File: src/rtl/shift_reg_cnt_pkg.sv
// Shared definitions for the shift register with ones/match counters:
// shift-mode encodings and a reference population count.
package shift_reg_cnt_pkg;

    localparam logic [1:0] MODE_HOLD = 2'b00;
    localparam logic [1:0] MODE_SHL  = 2'b01;
    localparam logic [1:0] MODE_SHR  = 2'b10;
    localparam logic [1:0] MODE_LOAD = 2'b11;

    // Widest vector the popcount helper accepts; narrower vectors are zero-extended.
    localparam int POP_MAX_W = 64;

    function automatic int unsigned popcount(input logic [POP_MAX_W-1:0] v);
        int unsigned c;
        c = 0;
        for (int i = 0; i < POP_MAX_W; i++) begin
            c = c + 32'(v[i]);
        end
        return c;
    endfunction

endpackage

File: src/rtl/popcount_comb.sv
// Combinational count of set bits in a DEPTH-bit vector (DEPTH <= POP_MAX_W).
module popcount_comb
    import shift_reg_cnt_pkg::*;
#(
    parameter int DEPTH = 4
) (
    input  logic [DEPTH-1:0]             i_vec,
    output logic [$clog2(DEPTH+1)-1:0]   o_cnt
);

    localparam int CW = $clog2(DEPTH + 1);

    always_comb begin
        o_cnt = CW'(popcount(POP_MAX_W'(i_vec)));
    end

endmodule

File: src/rtl/shift_reg_cnt_gen.sv
// Bidirectional shift register with load/hold, an incrementally maintained
// ones count, and a saturating counter of cycles where q equals pattern.
module shift_reg_cnt_gen
    import shift_reg_cnt_pkg::*;
#(
    parameter int DEPTH = 4,
    parameter int CNT_W = 8
) (
    input  logic                         clk,
    input  logic                         rst,
    input  logic                         in,
    input  logic [1:0]                   mode,
    input  logic [DEPTH-1:0]             load_data,
    input  logic [DEPTH-1:0]             pattern,
    input  logic                         match_clr,
    output logic [DEPTH-1:0]             q,
    output logic                         result,
    output logic [$clog2(DEPTH+1)-1:0]   ones_cnt,
    output logic                         match,
    output logic [CNT_W-1:0]             match_cnt
);

    localparam int CW = $clog2(DEPTH + 1);

    logic [DEPTH-1:0] r_q;
    logic [CW-1:0]    r_ones;
    logic             r_match;
    logic [CNT_W-1:0] r_cnt;

    logic [DEPTH-1:0] w_q_next;
    logic [CW-1:0]    w_ones_next;
    logic [CW-1:0]    w_pop_load;
    logic [CW-1:0]    w_pop_q;
    logic             w_match_next;

    popcount_comb #(.DEPTH(DEPTH)) u_pop_load (
        .i_vec (load_data),
        .o_cnt (w_pop_load)
    );

    popcount_comb #(.DEPTH(DEPTH)) u_pop_q (
        .i_vec (r_q),
        .o_cnt (w_pop_q)
    );

    // The count tracks only the bit entering and the bit leaving; a full
    // recount happens solely on a parallel load.
    always_comb begin
        w_q_next    = r_q;
        w_ones_next = r_ones;
        case (mode)
            MODE_SHL: begin
                w_q_next    = {r_q[DEPTH-2:0], in};
                w_ones_next = r_ones + CW'(in) - CW'(r_q[DEPTH-1]);
            end
            MODE_SHR: begin
                w_q_next    = {in, r_q[DEPTH-1:1]};
                w_ones_next = r_ones + CW'(in) - CW'(r_q[0]);
            end
            MODE_LOAD: begin
                w_q_next    = load_data;
                w_ones_next = w_pop_load;
            end
            default: ;
        endcase
        w_match_next = (w_q_next == pattern);
    end

    always_ff @(posedge clk) begin
        if (rst) begin
            r_q     <= '0;
            r_ones  <= '0;
            r_match <= 1'b0;
            r_cnt   <= '0;
        end else begin
            r_q     <= w_q_next;
            r_ones  <= w_ones_next;
            r_match <= w_match_next;
            // Clear beats a simultaneous match; the pulse itself still fires.
            if (match_clr) begin
                r_cnt <= '0;
            end else if (w_match_next && (r_cnt != {CNT_W{1'b1}})) begin
                r_cnt <= r_cnt + CNT_W'(1);
            end
        end
    end

    always_comb begin
        case (mode)
            MODE_SHL: result = r_q[DEPTH-1];
            MODE_SHR: result = r_q[0];
            default:  result = 1'b0;
        endcase
    end

    assign q         = r_q;
    assign ones_cnt  = r_ones;
    assign match     = r_match;
    assign match_cnt = r_cnt;

    a_ones_consistent: assert property (@(posedge clk) disable iff (rst) r_ones == w_pop_q);
    a_ones_bounded:    assert property (@(posedge clk) disable iff (rst) r_ones <= CW'(DEPTH));

endmodule

File: config.mk
export PLATFORM = sky130hd
export DESIGN_NAME = shift_reg_cnt_gen
export DESIGN_NICKNAME = d
export VERILOG_FILES = /design/src/rtl/shift_reg_cnt_pkg.sv /design/src/rtl/popcount_comb.sv /design/src/rtl/shift_reg_cnt_gen.sv
export SDC_FILE = /design/constraint.sdc
export NUM_CORES = 1
export LEC_CHECK = 0
export ABC_AREA = 0
export CELL_PAD_IN_SITES_DETAIL_PLACEMENT = 1
export CELL_PAD_IN_SITES_GLOBAL_PLACEMENT = 1
export CORE_ASPECT_RATIO = 1.25
export CORE_MARGIN = 1
export CORE_UTILIZATION = 35
export CTS_BUF_LIST = sky130_fd_sc_hd__clkbuf_8
export DETAILED_ROUTE_END_ITERATION = 12
export MAX_ROUTING_LAYER = met4
export PLACE_DENSITY = 0.8
export SETUP_SLACK_MARGIN = 0.3
export SYNTH_ARGS = -nofsm -noshare
export SYNTH_HDL_FRONTEND = slang
export SYNTH_HIERARCHICAL = 1
export SYNTH_SLANG_ARGS = --single-unit
File: constraint.sdc
create_clock -name clk -period 2.6 [get_ports clk]
set_input_delay 0.39 -clock clk [delete_from_list [all_inputs] [get_ports clk]]
set_output_delay 0.39 -clock clk [all_outputs]
set_load 0.01 [all_outputs]
=== Yosys cells after proc, flatten, opt, wreduce, memory -nomap -nowiden ===
Cells that the tools add are included.

* Output and inout bits: 17
* Bits in registers: 16
* Word-level logic and storage cells: 22
* Input port bits: 14

* Muxes and demuxes: 3
* Reductions and logical operators: 3
* Equality and inequality tests: 5
* Add/sub/neg operators: 7

{| class="wikitable"
|+ Operator list
! kind !! count
|-
| $pmux 4 s3 || 1
|-
| $add 3x1->3 || 3
|-
| $pmux 3 s3 || 1
|-
| $add 8x1->8 const B || 1
|-
| $ne 8x8->1 const B || 1
|-
| $sub 3x1->3 || 2
|-
| $eq 2x2->1 const B || 2
|-
| $eq 4x4->1 || 1
|-
| $reduce_bool 3->1 || 1
|-
| $add 1x1->2 || 1
|-
| $eq 2x1->1 const B || 1
|-
| $pmux 1 s2 || 1
|-
| $reduce_or 2->1 || 1
|-
| $logic_and 1x1->1 || 1
|}

=== Longest topological paths before layout ===
* Depth after elaboration: 4
* Depth in mapped cells: 11
* Depth with buffers taken out: 11

=== Hierarchy ===
Netlist, hierarchy kept.

{| class="wikitable"
|+ By module, submodules not included
! module !! times used !! area each (um^2) !! sequential area each (um^2) !! cells each
|-
| shift_reg_cnt_gen || 1 || 982.2 || 320.3 || 115
|-
| popcount_comb || 1 || 63.8 || 0.0 || 8
|}

=== Worst setup path after synthesis ===
OpenSTA, ideal clock, no wires.

* Path kind: in2reg
* Start: input mode[0]
* End: register r_cnt[7] (netlist: match_cnt[7])
* Slack: 353 ps
* Required time: 2484 ps
* Stages: 8
* Buffers on the path: 1
* Arrival: 2131 ps
* Library setup time: 116 ps
* Cells stage by stage: ha_1 buf_6 a222oi_1 mux2i_1 xnor2_1 nand4_2 or4_1 o211a_1

* Longest elaborated chain between the ends: 4
* Elaborated cells between the ends (all ways): 6
* Those cells by class: eq/ne (4); mux (1); reduce/logical (1)

{| class="wikitable"
|+ Ends and longest elaborated chain
! element !! line !! source
|-
| from (decl) || shift_reg_cnt_gen.sv:12 || <nowiki>input logic [1:0] mode,</nowiki>
|-
| $eq 2x2->1 or $eq 2x1->1 (tied branches) || shift_reg_cnt_gen.sv:51 || <nowiki>case (mode)</nowiki>
|-
| $pmux 4 s3 (*) || shift_reg_cnt_gen.sv:51 ||
|-
| $eq 4x4->1 (*) || shift_reg_cnt_gen.sv:66 || <nowiki>w_match_next = (w_q_next == pattern);</nowiki>
|-
| $logic_and 1x1->1 (*) || shift_reg_cnt_gen.sv:82 || <nowiki>end else if (w_match_next && (r_cnt != {CNT_W{1'b1}})) begin</nowiki>
|-
| to (signal assigned) || shift_reg_cnt_gen.sv:83 || <nowiki>r_cnt <= r_cnt + CNT_W'(1);</nowiki>
|-
| to (decl) || shift_reg_cnt_gen.sv:28 || <nowiki>logic [CNT_W-1:0] r_cnt;</nowiki>
|}

Every way passes the cells marked *; elsewhere a longest branch is shown, timed or not.
A chain may end at the register's enable or synchronous reset.

=== Worst setup path after layout ===
* Start: input mode[1]
* End: register r_cnt[1] (netlist: match_cnt[1])

The elaborated chain is that of the path after synthesis.

==> summary.md <==
| Metric | Value |
|---|---|
| Status | completed |
| Pre-CTS setup slack | -0.401 ns |
| Number of diodes | 0 |
| Hold path depth | 2 |
| Initial antenna violation count | 0 |
| Gate Count Post-Synth | about 120 |
| GRT Overall Usage | 19.0% |
| R2R cell count | 8 |
| Worst Setup End Kind | flop |
| Placed Cells | 187 |
| Drt first pass iters | 4 |
| Async SR Flop Fraction | 0% |
| Tcrit/Tclk final | 82.3% |
| Routed Antenna Nets | 0 |
| Clock root cell | clkbuf_8 |
| Mapped Nets | 150 |
| Number of buffers created by CTS | 3 |
| Clock skew | 0.00180 ns |
| Die height | 63.1 um |
| Sequential fraction of the synthesis area | 30.6% |
| Clock sinks | 16 |
| Distinct cells, synth | 30 |
| Remaining DRCs | 0 |
| Final Max Slew Viols | 0 |
| YS warnings | 6 |
| RSZ-0062 raised after global routing | yes |
| Post-DP Area | 1400 sq um |
| CP max FO | 8 |
| Hold Path End | match_cnt[4] |
| Register Area | 320 sq um |
| Synth-to-Final Area Change | 46.3% |
| Largest cells by area after synthesis | dfxtp_1, ha_1, inv_1 |
| CTS clk-pin slew, worst paths | 0.06 ns |
| Crit Reg-Reg Startpoint | q[2] |
| Final hold violations | 0 |
| WL final | 2.81 mm |
| WL/cell | 14.5 um |
| Fin crit period | 2.14 ns |
| Worst EP required | 2.72 ns |
| Layout cell share with drive strength beyond 1 | 15.7% |
| Crit path kind | in2reg |
| CTS tree | done |
| Crit start category | input pin |
| Core area | 2760 sq um |
| Leak pwr | 0.625 nW |
| Initial Utilization | around 38% |
| First-pass GRT wire length | 4.56 mm |
| Largest net degree at the start of global routing | 11 |
| Cell Rows | 21 |
| Vias in the first global route | a little over 1000 |
| Area of the multi-input gates | between 600 and 700 sq um |
| Die ar. | approximately 3200 sq um |
| Cell area after synthesis | 1050 sq um |
| Clk_lat worst skew | 0.25 ns |
| Clock tree buffer depth | 2 |
| Min-delay src | match_cnt[4] |
| Most common flop cell mapped by yosys | dfxtp_1 |
| Max-Cap Viols | 0 |
| Worst R2R Setup Slack | ~0.52 ns |
| Die X | 50.9 um |
| Total vias in the final route | between 1000 and 1500 |
| Total power | 0.000638 W |
| Post-synth EDFFs | 0 |
| RePlAce Congestion | 0.764 |
| Slew margin rel. | 61.2% |
| Syn avg cell area | 8.50 sq um |
| Post-route cell area | between 1500 and 2000 sq um |
| Final Non-Filler Cells | 193 |
| Hold Crit Class | reg2reg |
| Peak supply drop | 0.288 mV |
| Drt initial violations | 30 |
| Final worst slack | 0.459 ns |
| Filler cells | 331 |
| Top Ports | 31 |
| Nets@finish | 187 |
| Overflow after GRT | 0 |
| Final setup fails | 0 |
| Pwr dens | between 400 and 500 nW/um^2 |
| CTS Hold Buffers Added | 0 |
| RR Endpoint | match_cnt[1] |
| Via density | 5.36 |
| Commonest cells in the synthesized netlist | dfxtp_1, inv_1, ha_1 |
| Detailed Place HPWL | approximately 2.1 mm |
| Yosys top cell area share | 30.6% |
| Fmax | 467 MHz |
| H-tree depth | 1 |
| Cell taking the most area after synthesis | dfxtp_1 |
| Hold Slack | 0.530 ns |
| I/O Buffers | 30 |
| Post-synthesis register bit count | 16 |
| Worst-margin pin slew | 0.580 ns |
| Worst EP arrival | between 2 and 2.5 ns |
## stage by stage
step | TNS, ns | util [%]
3_3_place_gp | -1.88 | 50.7
6_report | 0 | 55.5
4_1_cts | 0 | 53.7
5_1_grt | 0 | 55.5
3_5_place_dp | -2.48 | 50.7
2_1_floorplan | 0 | -
## registers in the layout, indices dropped and copies added, names as in the netlist
register,cells
match_cnt,8
q,4
ones_cnt,3
match,1
## routing by layer
metal	GRT usage, %	up-vias	wire length [um]
met5	-	-	0
met4	8.68	0	65
met2	33.7	30	1480
li1	-	505	-
met3	1.69	7	91
met1	21.1	493	1170
## critical path, stage by stage
cell and delay (ns):
buf_4 0.13, ha_4 0.18, a222oi_1 0.39, mux2i_2 0.16, xnor2_1 0.21, nand4_2 0.24
buf_6 0.21, buf_6 0.12, o211ai_1 0.15, o31ai_1 0.09
## kinds of logic after synthesis
group / after synthesis / synth area share (%)
buffers and inverters: 21 / 8.25
and+or+nand+nor: 36 / 17.7
muxes: 4 / 3.83
xor gates and xnor gates: 5 / 4.19
AOI/OAI and AO/OA: 28 / 19.1
adders and majority gates: 13 / 16.3
DFF: 16 / 30.6
## placed cells by master (no fill, tap or decap), types with 4 or more instances in the layout
cell,n
buf_6,4
or4_1,4
nor2b_1,4
ha_1,8
a222oi_1,4
a21oi_1,10
dfxtp_1,16
clkdlybuf4s50_1,23
clkbuf_8,4
inv_1,15
nand2_1,8
nor2_1,10
buf_4,5
dlymetal6s2s_1,4
xnor2_1,5
o31ai_1,4
## layout make-up
type / count / share of cell area [%]
inverter: 16 / 4.09
timing repair buffer: 37 / 24.3
sequential: 16 / 20.9
multi-input combinational: 86 / 44.3
tap: 34 / 2.78
clock buffer: 4 / 3.60
## worst max path at each step
| stage | endpoint | startpoint | slack [ns] | cells past startpoint |
|---|---|---|---|---|
| floorplan | match_cnt[7] | mode[0] | 0.35 | 8 |
| global placement | match_cnt[7] | mode[0] | -0.33 | 9 |
| detailed placement | match_cnt[7] | mode[0] | -0.40 | 9 |
| CTS | match_cnt[1] | mode[1] | 0.31 | 10 |
| global route | match_cnt[6] | mode[0] | 0.30 | 10 |
| finish | match_cnt[1] | mode[1] | 0.46 | 10 |
## where the power goes
group          leakage [nW]  total, W  switching (W)  internal [W]
combinational         0.467  0.000154      0.0000722     0.0000821
sequential            0.130  0.000263     0.00000885      0.000254
clock                0.0288  0.000221      0.0000865      0.000134
## timing repair
action,CTS,global route
hold endpoints to repair,0,0
endpoints found under the setup margin,10,9
resized for setup,16,15
buffers inserted,1,1
pin swaps,7,11
(Power assumes the default switching activity.)
